$ cat src/rtl/net_edge_monitor.sv
// rtl/net_edge_monitor.sv - synchronise, debounce and count qualified rising edges of a resolved net
module net_edge_monitor #(
  parameter int SYNC_STAGES   = 2,
  parameter int STABLE_CYCLES = 4,
  parameter int TARGET_EDGES  = 1,
  parameter int TIMEOUT       = 1024
) (
  input  logic                              clk,
  input  logic                              rst_n,
  input  logic                              start,
  input  logic                              sig,
  output logic                              level,
  output logic                              rise,
  output logic [$clog2(TARGET_EDGES+1)-1:0] edge_count,
  output logic                              busy,
  output logic                              done,
  output logic                              timed_out
);

  localparam int CW = $clog2(TARGET_EDGES + 1);
  localparam int SW = (STABLE_CYCLES > 1) ? $clog2(STABLE_CYCLES) : 1;
  localparam int TW = (TIMEOUT > 1) ? $clog2(TIMEOUT) : 1;

  localparam logic [SW-1:0] STAB_LAST = SW'(STABLE_CYCLES - 1);
  localparam logic [CW-1:0] CNT_LAST  = CW'(TARGET_EDGES - 1);
  localparam logic [TW-1:0] TMR_LAST  = TW'((TIMEOUT > 0) ? TIMEOUT - 1 : 0);
  localparam bit            TMR_EN    = (TIMEOUT != 0);

  typedef enum logic [1:0] {
    st_idle,
    st_armed,
    st_done,
    st_timeout
  } state_t;

  logic [SYNC_STAGES-1:0] sync;
  logic                   s;
  logic [SW-1:0]          stab;
  logic [TW-1:0]          timer;
  state_t                 state;

  assign s = sync[SYNC_STAGES-1];

  // The filter runs regardless of FSM state so level is always meaningful.
  always_ff @(posedge clk) begin
    if (!rst_n) begin
      sync  <= '0;
      level <= 1'b0;
      rise  <= 1'b0;
      stab  <= '0;
    end else begin
      sync <= {sync[SYNC_STAGES-2:0], sig};
      rise <= 1'b0;
      if (s == level) begin
        stab <= '0;
      end else if (stab == STAB_LAST) begin
        level <= s;
        stab  <= '0;
        rise  <= s;
      end else begin
        stab <= stab + SW'(1);
      end
    end
  end

  always_ff @(posedge clk) begin
    if (!rst_n) begin
      state      <= st_idle;
      edge_count <= '0;
      timer      <= '0;
      busy       <= 1'b0;
      done       <= 1'b0;
      timed_out  <= 1'b0;
    end else begin
      case (state)
        st_armed: begin
          timer <= timer + TW'(1);
          if (rise) begin
            edge_count <= edge_count + CW'(1);
          end
          // The final edge takes priority over a timer expiring on the same cycle.
          if (rise && edge_count == CNT_LAST) begin
            state <= st_done;
            busy  <= 1'b0;
            done  <= 1'b1;
          end else if (TMR_EN && timer == TMR_LAST) begin
            state     <= st_timeout;
            busy      <= 1'b0;
            timed_out <= 1'b1;
          end
        end
        default: begin
          if (start) begin
            state      <= st_armed;
            edge_count <= '0;
            timer      <= '0;
            busy       <= 1'b1;
            done       <= 1'b0;
            timed_out  <= 1'b0;
          end
        end
      endcase
    end
  end

endmodule

$ cat config.mk
export PLATFORM = sky130hd
export DESIGN_NAME = net_edge_monitor
export DESIGN_NICKNAME = d
export VERILOG_FILES = /design/src/rtl/net_edge_monitor.sv
export SDC_FILE = /design/constraint.sdc
export NUM_CORES = 1
export LEC_CHECK = 0
export CAP_MARGIN = 20
export CORE_AREA = 2 2 46 79
export CTS_BUF_LIST = sky130_fd_sc_hd__clkbuf_4 sky130_fd_sc_hd__clkbuf_8 sky130_fd_sc_hd__clkbuf_16
export DETAILED_ROUTE_END_ITERATION = 6
export DIE_AREA = 0 0 48 81
export GPL_ROUTABILITY_DRIVEN = 0
export PLACE_DENSITY = 0.46
export SYNTH_ARGS = -nofsm -noshare
export SYNTH_HDL_FRONTEND = slang
export SYNTH_SLANG_ARGS = --single-unit
$ cat constraint.sdc
create_clock -name clk -period 1.71 [get_ports clk]
set_clock_uncertainty 0.1 [all_clocks]
set_input_delay 0.342 -clock clk [delete_from_list [all_inputs] [get_ports clk]]
set_output_delay 0.342 -clock clk [all_outputs]
set_load 0.02 [all_outputs]
; ---- Word-level counts from Yosys, hierarchy flattened
; Index checks and enable logic that the tools add are counted.
[classes]
addsub = 3
n_eq_ne = 9
n_mux = 18
n_bitwise = 4
n_reduce_logical = 9
[op_table]
columns = op, n
row1 = 10-bit 2-to-1 mux, 2
row2 = 1-bit 2-to-1 mux, 12
row3 = "10-bit by 1-bit adder with 10-bit output, second input constant", 1
row4 = "10-bit == test, second input constant", 1
row5 = 2-bit 2-to-1 mux, 4
row6 = "2-bit != test, second input constant", 4
row7 = 2-bit AND reduction, 4
row8 = 3-bit OR reduction, 2
row9 = 1-bit NOT, 4
row10 = "3-bit != test, second input constant", 1
row11 = 3-bit AND reduction, 1
row12 = "2-bit by 1-bit adder with 2-bit output, second input constant", 1
row13 = "2-bit by 1-bit == test with 1-bit output, second input constant", 1
row14 = "2-bit == test, second input constant", 1
row15 = 2-bit nonzero test, 1
row16 = "1-bit adder, second input constant", 1
row17 = 1-bit == test, 1
row18 = 1-bit logical AND, 1
[word_totals]
ff_bits = 22
out_inout_bits = 6
elab_cells = 53

; ---- Depth between registers and ports, before layout
; Gate-level depths: netlist of the first run.
[depth]
depth_word = 4
ltp_mapped = 5
mapped_depth_nobuf = 5

; ---- Worst setup path after synthesis of the first run
; No wires, ideal clock.
[synth_path]
path_kind = flip-flop to flip-flop
from = register timer[0]
to = register busy
synth_period_minus_slack_ns = 1.318
stages_incl_launch_ff = 6
path_slack_ns = 0.392
setup_ns = 0.116
t_arrival_ns = 1.102
path_buffers = 0
cell_sequence = dfxtp_1 ha_1 nand2_1 nor3_4 nand3_2 a41o_1
[synth_via]
elab_chain_cells = 3
[synth_rtl]
columns = element, line_no
row1 = from (decl), 39  ; logic [TW-1:0] timer;
row2 = from (signal assigned), 77  ; timer <= timer + TW'(1);
row3 = 10-bit == test, 86  ; end else if (TMR_EN && timer == TMR_LAST) begin
row4 = 3-bit != test (no line), -
row5 = 2-bit AND reduction (no line), -
row6 = to (signal assigned), 84  ; busy <= 1'b0;
row7 = to (signal assigned), 88  ; busy <= 1'b0;
row8 = to (signal assigned), 97  ; busy <= 1'b1;
row9 = to (decl), 15  ; output logic busy,
; No other way between the ends.
; A chain may end at the register's enable or synchronous reset.

; ---- Final worst setup path of the first run
[layout_path]
from = register busy
to = output port busy
[layout_rtl]
columns = element, line_no
row1 = from (signal assigned), 71  ; busy <= 1'b0;
row2 = from (signal assigned), 84
row3 = from (signal assigned), 88
; No word-level cell between the ends.

==> metrics.md, run 1 <==
| Metric | Value |
|---|---|
| Max-Cap Viols | 0 |
| Setup Buffers After CTS | 0 |
| Detail Route Antenna Nets | 0 |
| Fin crit share | 0.963 |
| Total congestion overflow | 0 |
| Top cell family by delay on the critical path | buffers and inverters |
| Worst path max stage delay | 0.61 ns |
| Wire per inst | 12.5 um |
| Die W | 48 um |
| Register area share after synthesis | 0.471 |
| Clock Power Share | 0.351 |
| Setup violations, final | 0 |
| Crit Reg-Reg Endpoint | busy |
| Antenna diode count | 0 |
| Yosys top cell by area | dfxtp_1 |
| Leak | 0.475 nW |
| Combinational power share | 0.066 |
| RSZ-0062 raised after global routing | false |
| Synthesis Warnings | 0 |
| H-tree Lvls | 1 |
| CTS tree | yes |
| Commonest non-fill, non-tap cell in the layout | dfxtp_1 |
| Internal reg-to-reg setup slack | 0.20 ns |
| Vias/cell | 4.58 |
| DPL Wire Length | 1470 um |
| Seq pwr share | 0.583 |
| Slowest CP cell | clkdlybuf4s50_1 |
| Critical-path cell list | clkdlybuf4s50_1 |
| Post-Place Worst Slack | 0.0257 ns |
| Pwr/cell area | 805 mW/mm2 |
| Simple-Gate Fraction of Synth Area | 0.328 |
| CP Data Required Time | 1.27 ns |
| Setup_tns | 0 ns |
| GRT Total Usage | 0.121 |
| # nets final | 116 |
| Vias after detailed routing | 701 |
| Compound-Gate Fraction of Synth Area | 0.0803 |
| Max-slew violations | 0 |
| Seq cells post-synth | 22 |
| Hold EP | stab[0] |
| Setup ws final | 0.0634 ns |
| WP buf/inv | 1 |
| Clock buffer depth | 2 |
| Net Count, Synth | 102 |
| Core area | 0.00333 mm2 |
| P&R area growth vs syn | 20.6% |
| Worst Tran Pin Value | 0.306 ns |
| Share of cells above drive strength 1 | 0.102 |
| DRC violations left | 0 |
| Max_slew headroom | 0.795 |
| Clock sinks | 22 |
| Synth area leaders | dfxtp_1 (47%), mux2i_1 (5.4%), nand2_1 (4.0%) |
| Routed WL | 1910 um |
| Mux contribution to synthesized area | 0.0535 |
| Hold Crit Start | stab[0] |
| Most frequent cells in the layout | dfxtp_1 (22), nand2_1 (10), nor2_1 (8), clkdlybuf4s50_1 (7) |
| Synth cell types | 32 |
| # IOs | 10 |
| CTS buffer count | 3 |
| Die footprint | 0.00389 mm2 |
| Die H | 81 um |
| Worst hold path depth | 1 |
| Synth Area in XOR/XNOR | 0.0281 |
| Worst r2r src | timer[0] |
| Vias in the first global route | 754 |
| Max FO, Critical Path | 2 |
| Largest net degree at the start of global routing | 12 |
| Crit path arrival time | 1.20 ns |
| Cts repair resizes | 2 |
| CTS clk-pin slew, worst paths | 0.08 ns |
| Post-Synthesis Cells | 96 |
| Hold/Removal Path Class | register to register |
| Synth top area share | 0.471 |
| Largest family of logic cells by synthesized area | simple AND/OR/NAND/NOR gates |
| First-pass GRT wire length | 3330 um |
| Status | complete, no violations |
| Initial antenna violation count | 0 |
| Root buf cell | clkbuf_8 |
| Int Pwr | 0.000706 W |
| Critical path class | register to output port |
| Drt first pass iters | 4 |
| Synthesized area | 935 um2 |
| Final hold viol count | 0 |
| Fmax | 0.607 GHz |
| CP Launch Type | register |
| Sw Share | 0.223 |
| Worst VDD drop | 0.501 mV |
| Core Rows | 28 |
| Latest clock arrival within the worst-skew pair | 0.26 ns |
| Critical Path Sink Type | output port |
| Adder-cell share of the synthesized area | 0.0268 |
| Port-buffer cells | 9 |
| Final Critical Period | 1.65 ns |
| R2R cell count | 5 |
| Avg Cell Area, Syn | 9.74 um2 |
| Net Switching | 0.000202 W |
| Initial Utilization | 0.281 |
| Initial DRC Count | 14 |
| Hold buffers post-CTS | 0 |
[per-layer routing]
metal	up-vias	part of all wire	GRT usage	wire length, um
li1	364	-	-	-
met1	324	0.41	0.134	792
met2	9	0.54	0.205	1030
met3	4	0.024	0.0222	46
met4	0	0.024	0.0649	46
met5	-	0	0	0
[per-stage QoR]
| stage | utilization | hold WS, ns | cells | cell area (um2) | total power, W |
|---|---|---|---|---|---|
| floorplan | - | 0.306 | 96 | 935 | 0.000576 |
| global placement | 0.327 | 0.316 | 150 | 1090 | 0.000603 |
| global route | 0.339 | 0.356 | 153 | 1130 | 0.000950 |
| CTS | 0.339 | 0.345 | 153 | 1130 | 0.000919 |
| finish | 0.339 | 0.337 | 153 | 1130 | 0.000908 |
| detailed placement | 0.327 | 0.318 | 150 | 1090 | 0.000602 |
[power groups by stage]
stage / Sequential, W / Combinational (W) / Clock, W
after floorplan: 0.000542 / 0.0000336 / 0
after global placement: 0.000541 / 0.0000613 / 0
after detailed placement: 0.000541 / 0.0000611 / 0
after CTS: 0.000529 / 0.0000616 / 0.000328
after global routing: 0.000530 / 0.0000685 / 0.000351
final: 0.000529 / 0.0000600 / 0.000319
[synth_stat cells]
cell type  count
dfxtp_1       22
nand2_1       10
nor2_1         8
and2_1         5
mux2i_1        5
nand3_1        5
o21ai_0        4
a21oi_1        3
and4b_1        3
and3_1         2
clkbuf_1       2
ha_1           2
nand2b_1       2
nand4_1        2
nor2b_1        2
nor3_4         2
xor2_1         2
a21boi_0       1
a21boi_1       1
a31o_2         1
a41o_1         1
and2b_1        1
and4_1         1
inv_1          1
nand2b_4       1
nand3_2        1
nand3b_1       1
nor4bb_1       1
o22ai_1        1
or2_2          1
or3_1          1
xnor2_1        1
[state kept, by name, indices dropped and copies added, names as in the netlist]
register,count
timer,10
stab,2
state,2
sync,2
busy,1
done,1
edge_count,1
level,1
rise,1
timed_out,1
[kinds of logic after synthesis]
kind of cell | count (synthesis)
AO/OA/AOI/OAI | 12
multiplexers | 5
adder cells (fa/ha/maj) | 2
AND/OR/NAND/NOR | 49
XOR/XNOR | 3
flip-flops | 22
buffers and inverters | 3
[how the worst max path moves through the flow]
| stage | start | endpoint | cells after the start |
|---|---|---|---|
| after global placement | rst_n | timer[9] | 4 |
| final | busy | busy | 1 |
| after detailed placement | rst_n | timer[7] | 4 |
| after CTS | rise | rise | 1 |
| after floorplan | timer[0] | busy | 5 |
| after global routing | busy | busy | 1 |
[final cells by class]
cell class	count	area [um2]
clock buffer	3	41.3
fill	367	2200
inverter	1	3.75
multi-input combinational	71	483
sequential	22	440
tap	45	56.3
timing repair buffer	11	103
Note: power is estimated with default switching activity, not from simulation.
==> run 2: changes to the inputs <==
--- a/config.mk
+++ b/config.mk
@@ -7,7 +7,7 @@
 export LEC_CHECK = 0
 export CAP_MARGIN = 20
 export CORE_AREA = 2 2 46 79
-export CTS_BUF_LIST = sky130_fd_sc_hd__clkbuf_4 sky130_fd_sc_hd__clkbuf_8 sky130_fd_sc_hd__clkbuf_16
+export CTS_BUF_LIST = sky130_fd_sc_hd__clkbuf_16
 export DETAILED_ROUTE_END_ITERATION = 6
 export DIE_AREA = 0 0 48 81
 export GPL_ROUTABILITY_DRIVEN = 0
==> run 2 against run 1 <==
Effect of this change: clock power increased by 53%; combinational power is essentially flat; die area unchanged; sequential power is essentially flat; first-iteration DRC count fell by 21%; largest cell class unchanged.
==> metrics.md, run 2 (synthesis gave the netlist of run 1 again) <==
| Metric | Value |
|---|---|
| Status | complete, no violations |
| Initial antenna violation count | 0 (unchanged) |
| Critical Path Sink Type | output port |
| Non-filler cells, final | 153 (unchanged) |
| Die H | 81 um (unchanged) |
| Total congestion overflow | 0 (unchanged) |
| Vias in the first global route | 759 (+0.66%) |
| DRC violations left | 0 (unchanged) |
| Fin crit share | 0.958 (-0.00532) |
| Setup_tns | 0 ns (unchanged) |
| CTS tree | yes |
| Number of fill cells | 359 (-2.2%) |
| Root buf cell | clkbuf_16 |
| Most frequent cells in the layout | dfxtp_1 (22), nand2_1 (10), nor2_1 (8), clkdlybuf4s50_1 (7) |
| Leak | 0.518 nW (+9.1%) |
| R2R cell count | 5 (unchanged) |
| Critical-path cell list | clkdlybuf4s50_1 |
| Clock buffer depth | 2 (unchanged) |
| CTS clk-pin slew, worst paths | 0.06 ns (-0.02 ns) |
| RSZ-0062 raised after global routing | false |
| Detail Route Antenna Nets | 0 (unchanged) |
| Vias/cell | 4.63 (+1.1%) |
| First-pass GRT wire length | 3340 um (+0.21%) |
| Core Rows | 28 (unchanged) |
| Latest clock arrival within the worst-skew pair | 0.26 ns (about the same) |
| Vias after detailed routing | 709 (+1.1%) |
| Core area | 0.00333 mm2 (unchanged) |
| Max FO, Critical Path | 2 (unchanged) |
| Share of cells above drive strength 1 | 0.102 (unchanged) |
| Initial DRC Count | 11 (-3) |
| Crit path arrival time | 1.20 ns (about the same) |
| CP Launch Type | register |
| Top reg by flops | timer |
| Crit Reg-Reg Endpoint | busy |
| Fmax | 0.611 GHz (+0.56%) |
| WP buf/inv | 1 (unchanged) |
| Slowest CP cell | clkdlybuf4s50_1 |
| Internal reg-to-reg setup slack | 0.20 ns (about the same) |
| Die W | 48 um (unchanged) |
| Final hold viol count | 0 (unchanged) |
| P&R area growth vs syn | 25.0% |
| Setup violations, final | 0 (unchanged) |
| Worst hold path depth | 1 (unchanged) |
| Hold Crit Start | stab[0] |
| Drt first pass iters | 2 (-2) |
| Pwr/cell area | 923 mW/mm2 (+15%) |
| Hold EP | stab[0] |
| Largest net degree at the start of global routing | 12 (unchanged) |
| Max-Cap Viols | 0 (unchanged) |
| Max reg flops | 10 (unchanged) |
| Port-buffer cells | 9 (unchanged) |
| Max-slew violations | 0 (unchanged) |
| Worst VDD drop | 0.541 mV (+7.8%) |
| CTS buffer count | 3 (unchanged) |
| Antenna diode count | 0 (unchanged) |
| Wire per inst | 12.6 um (+0.79%) |
| Worst path max stage delay | 0.61 ns (about the same) |
| # nets final | 116 (unchanged) |
| Max_slew headroom | 0.791 (-0.00393) |
| Initial Utilization | 0.281 (unchanged) |
| Die footprint | 0.00389 mm2 (unchanged) |
| Top cell family by delay on the critical path | buffers and inverters |
| Worst Tran Pin Value | 0.312 ns (+0.00588 ns) |
| GRT Total Usage | 0.124 (+0.00297) |
| Critical path class | register to output port |
| Commonest non-fill, non-tap cell in the layout | dfxtp_1 |
| Setup Buffers After CTS | 0 (unchanged) |
| Worst r2r src | timer[0] |
| Routed WL | 1930 um (+0.79%) |
| Hold/Removal Path Class | register to register |
| # IOs | 10 (unchanged) |
| CP Data Required Time | 1.27 ns (about the same) |
| H-tree Lvls | 1 (unchanged) |
| DPL Wire Length | 1470 um (unchanged) |
| Final Critical Period | 1.64 ns (-0.00909 ns) |
| Clock sinks | 22 (unchanged) |
| Inst Count DP | 150 (unchanged) |
[run 2: cell type report]
cell class              count  area (um2)  share of cell area
repair buffers             11         110              0.0942
clock buffers               3        75.1              0.0642
flip-flops and latches     22         440               0.377
inverters                   1        3.75             0.00321
well taps                  45        56.3              0.0482
multi-input cells          71         483               0.413
[run 2: power breakdown]
group / leakage, nW / switching (W) / internal (W)
logic: 0.302 / 0.0000327 / 0.0000274
registers: 0.178 / 0.00000776 / 0.000522
clock network: 0.0370 / 0.000180 / 0.000309
total: 0.518 / 0.000220 / 0.000859
[run 2: routing by layer]
metal,GRT usage,wire length [um]
met5,0,0
met4,0.0892,69
met3,0.0222,53
met2,0.207,1040
met1,0.130,766
[run 2: through the flow]
step	cell area (um2)	hold WS, ns	utilization	setup WS [ns]	power (W)
finish	1170	0.335	0.351	0.0725	0.00108
CTS	1160	0.342	0.350	0.00640	0.00109
detailed placement	1090	0.318	0.327	0.0257	0.000602
floorplan	935	0.306	-	0.392	0.000576
global placement	1090	0.316	0.327	0.0132	0.000603
global route	1170	0.350	0.351	0.0296	0.00112
[run 2: how the worst max path moves through the flow]
| stage | depth (start not counted) | slack (ns) | to | startpoint |
|---|---|---|---|---|
| 2_1_floorplan | 5 | 0.39 | busy | timer[0] |
| 3_3_place_gp | 4 | 0.01 | timer[9] | rst_n |
| 3_5_place_dp | 4 | 0.03 | timer[7] | rst_n |
| 4_1_cts | 1 | 0.006 | level | level |
| 5_1_grt | 1 | 0.03 | busy | busy |
| 6_report | 1 | 0.07 | busy | busy |
[run 2: repair_timing]
item	CTS	global route
gates resized for setup	0	2
hold buffers	0	0
endpoints found under the setup margin	0	2
==> run 3: changes to the inputs <==
--- a/config.mk
+++ b/config.mk
@@ -12,6 +12,7 @@
 export DIE_AREA = 0 0 48 81
 export GPL_ROUTABILITY_DRIVEN = 0
 export PLACE_DENSITY = 0.46
+export SLEW_MARGIN = 20
 export SYNTH_ARGS = -nofsm -noshare
 export SYNTH_HDL_FRONTEND = slang
 export SYNTH_SLANG_ARGS = --single-unit
==> results of run 3 <==
Same layout as run 2: the final DEF is identical, and so are final timing and power.
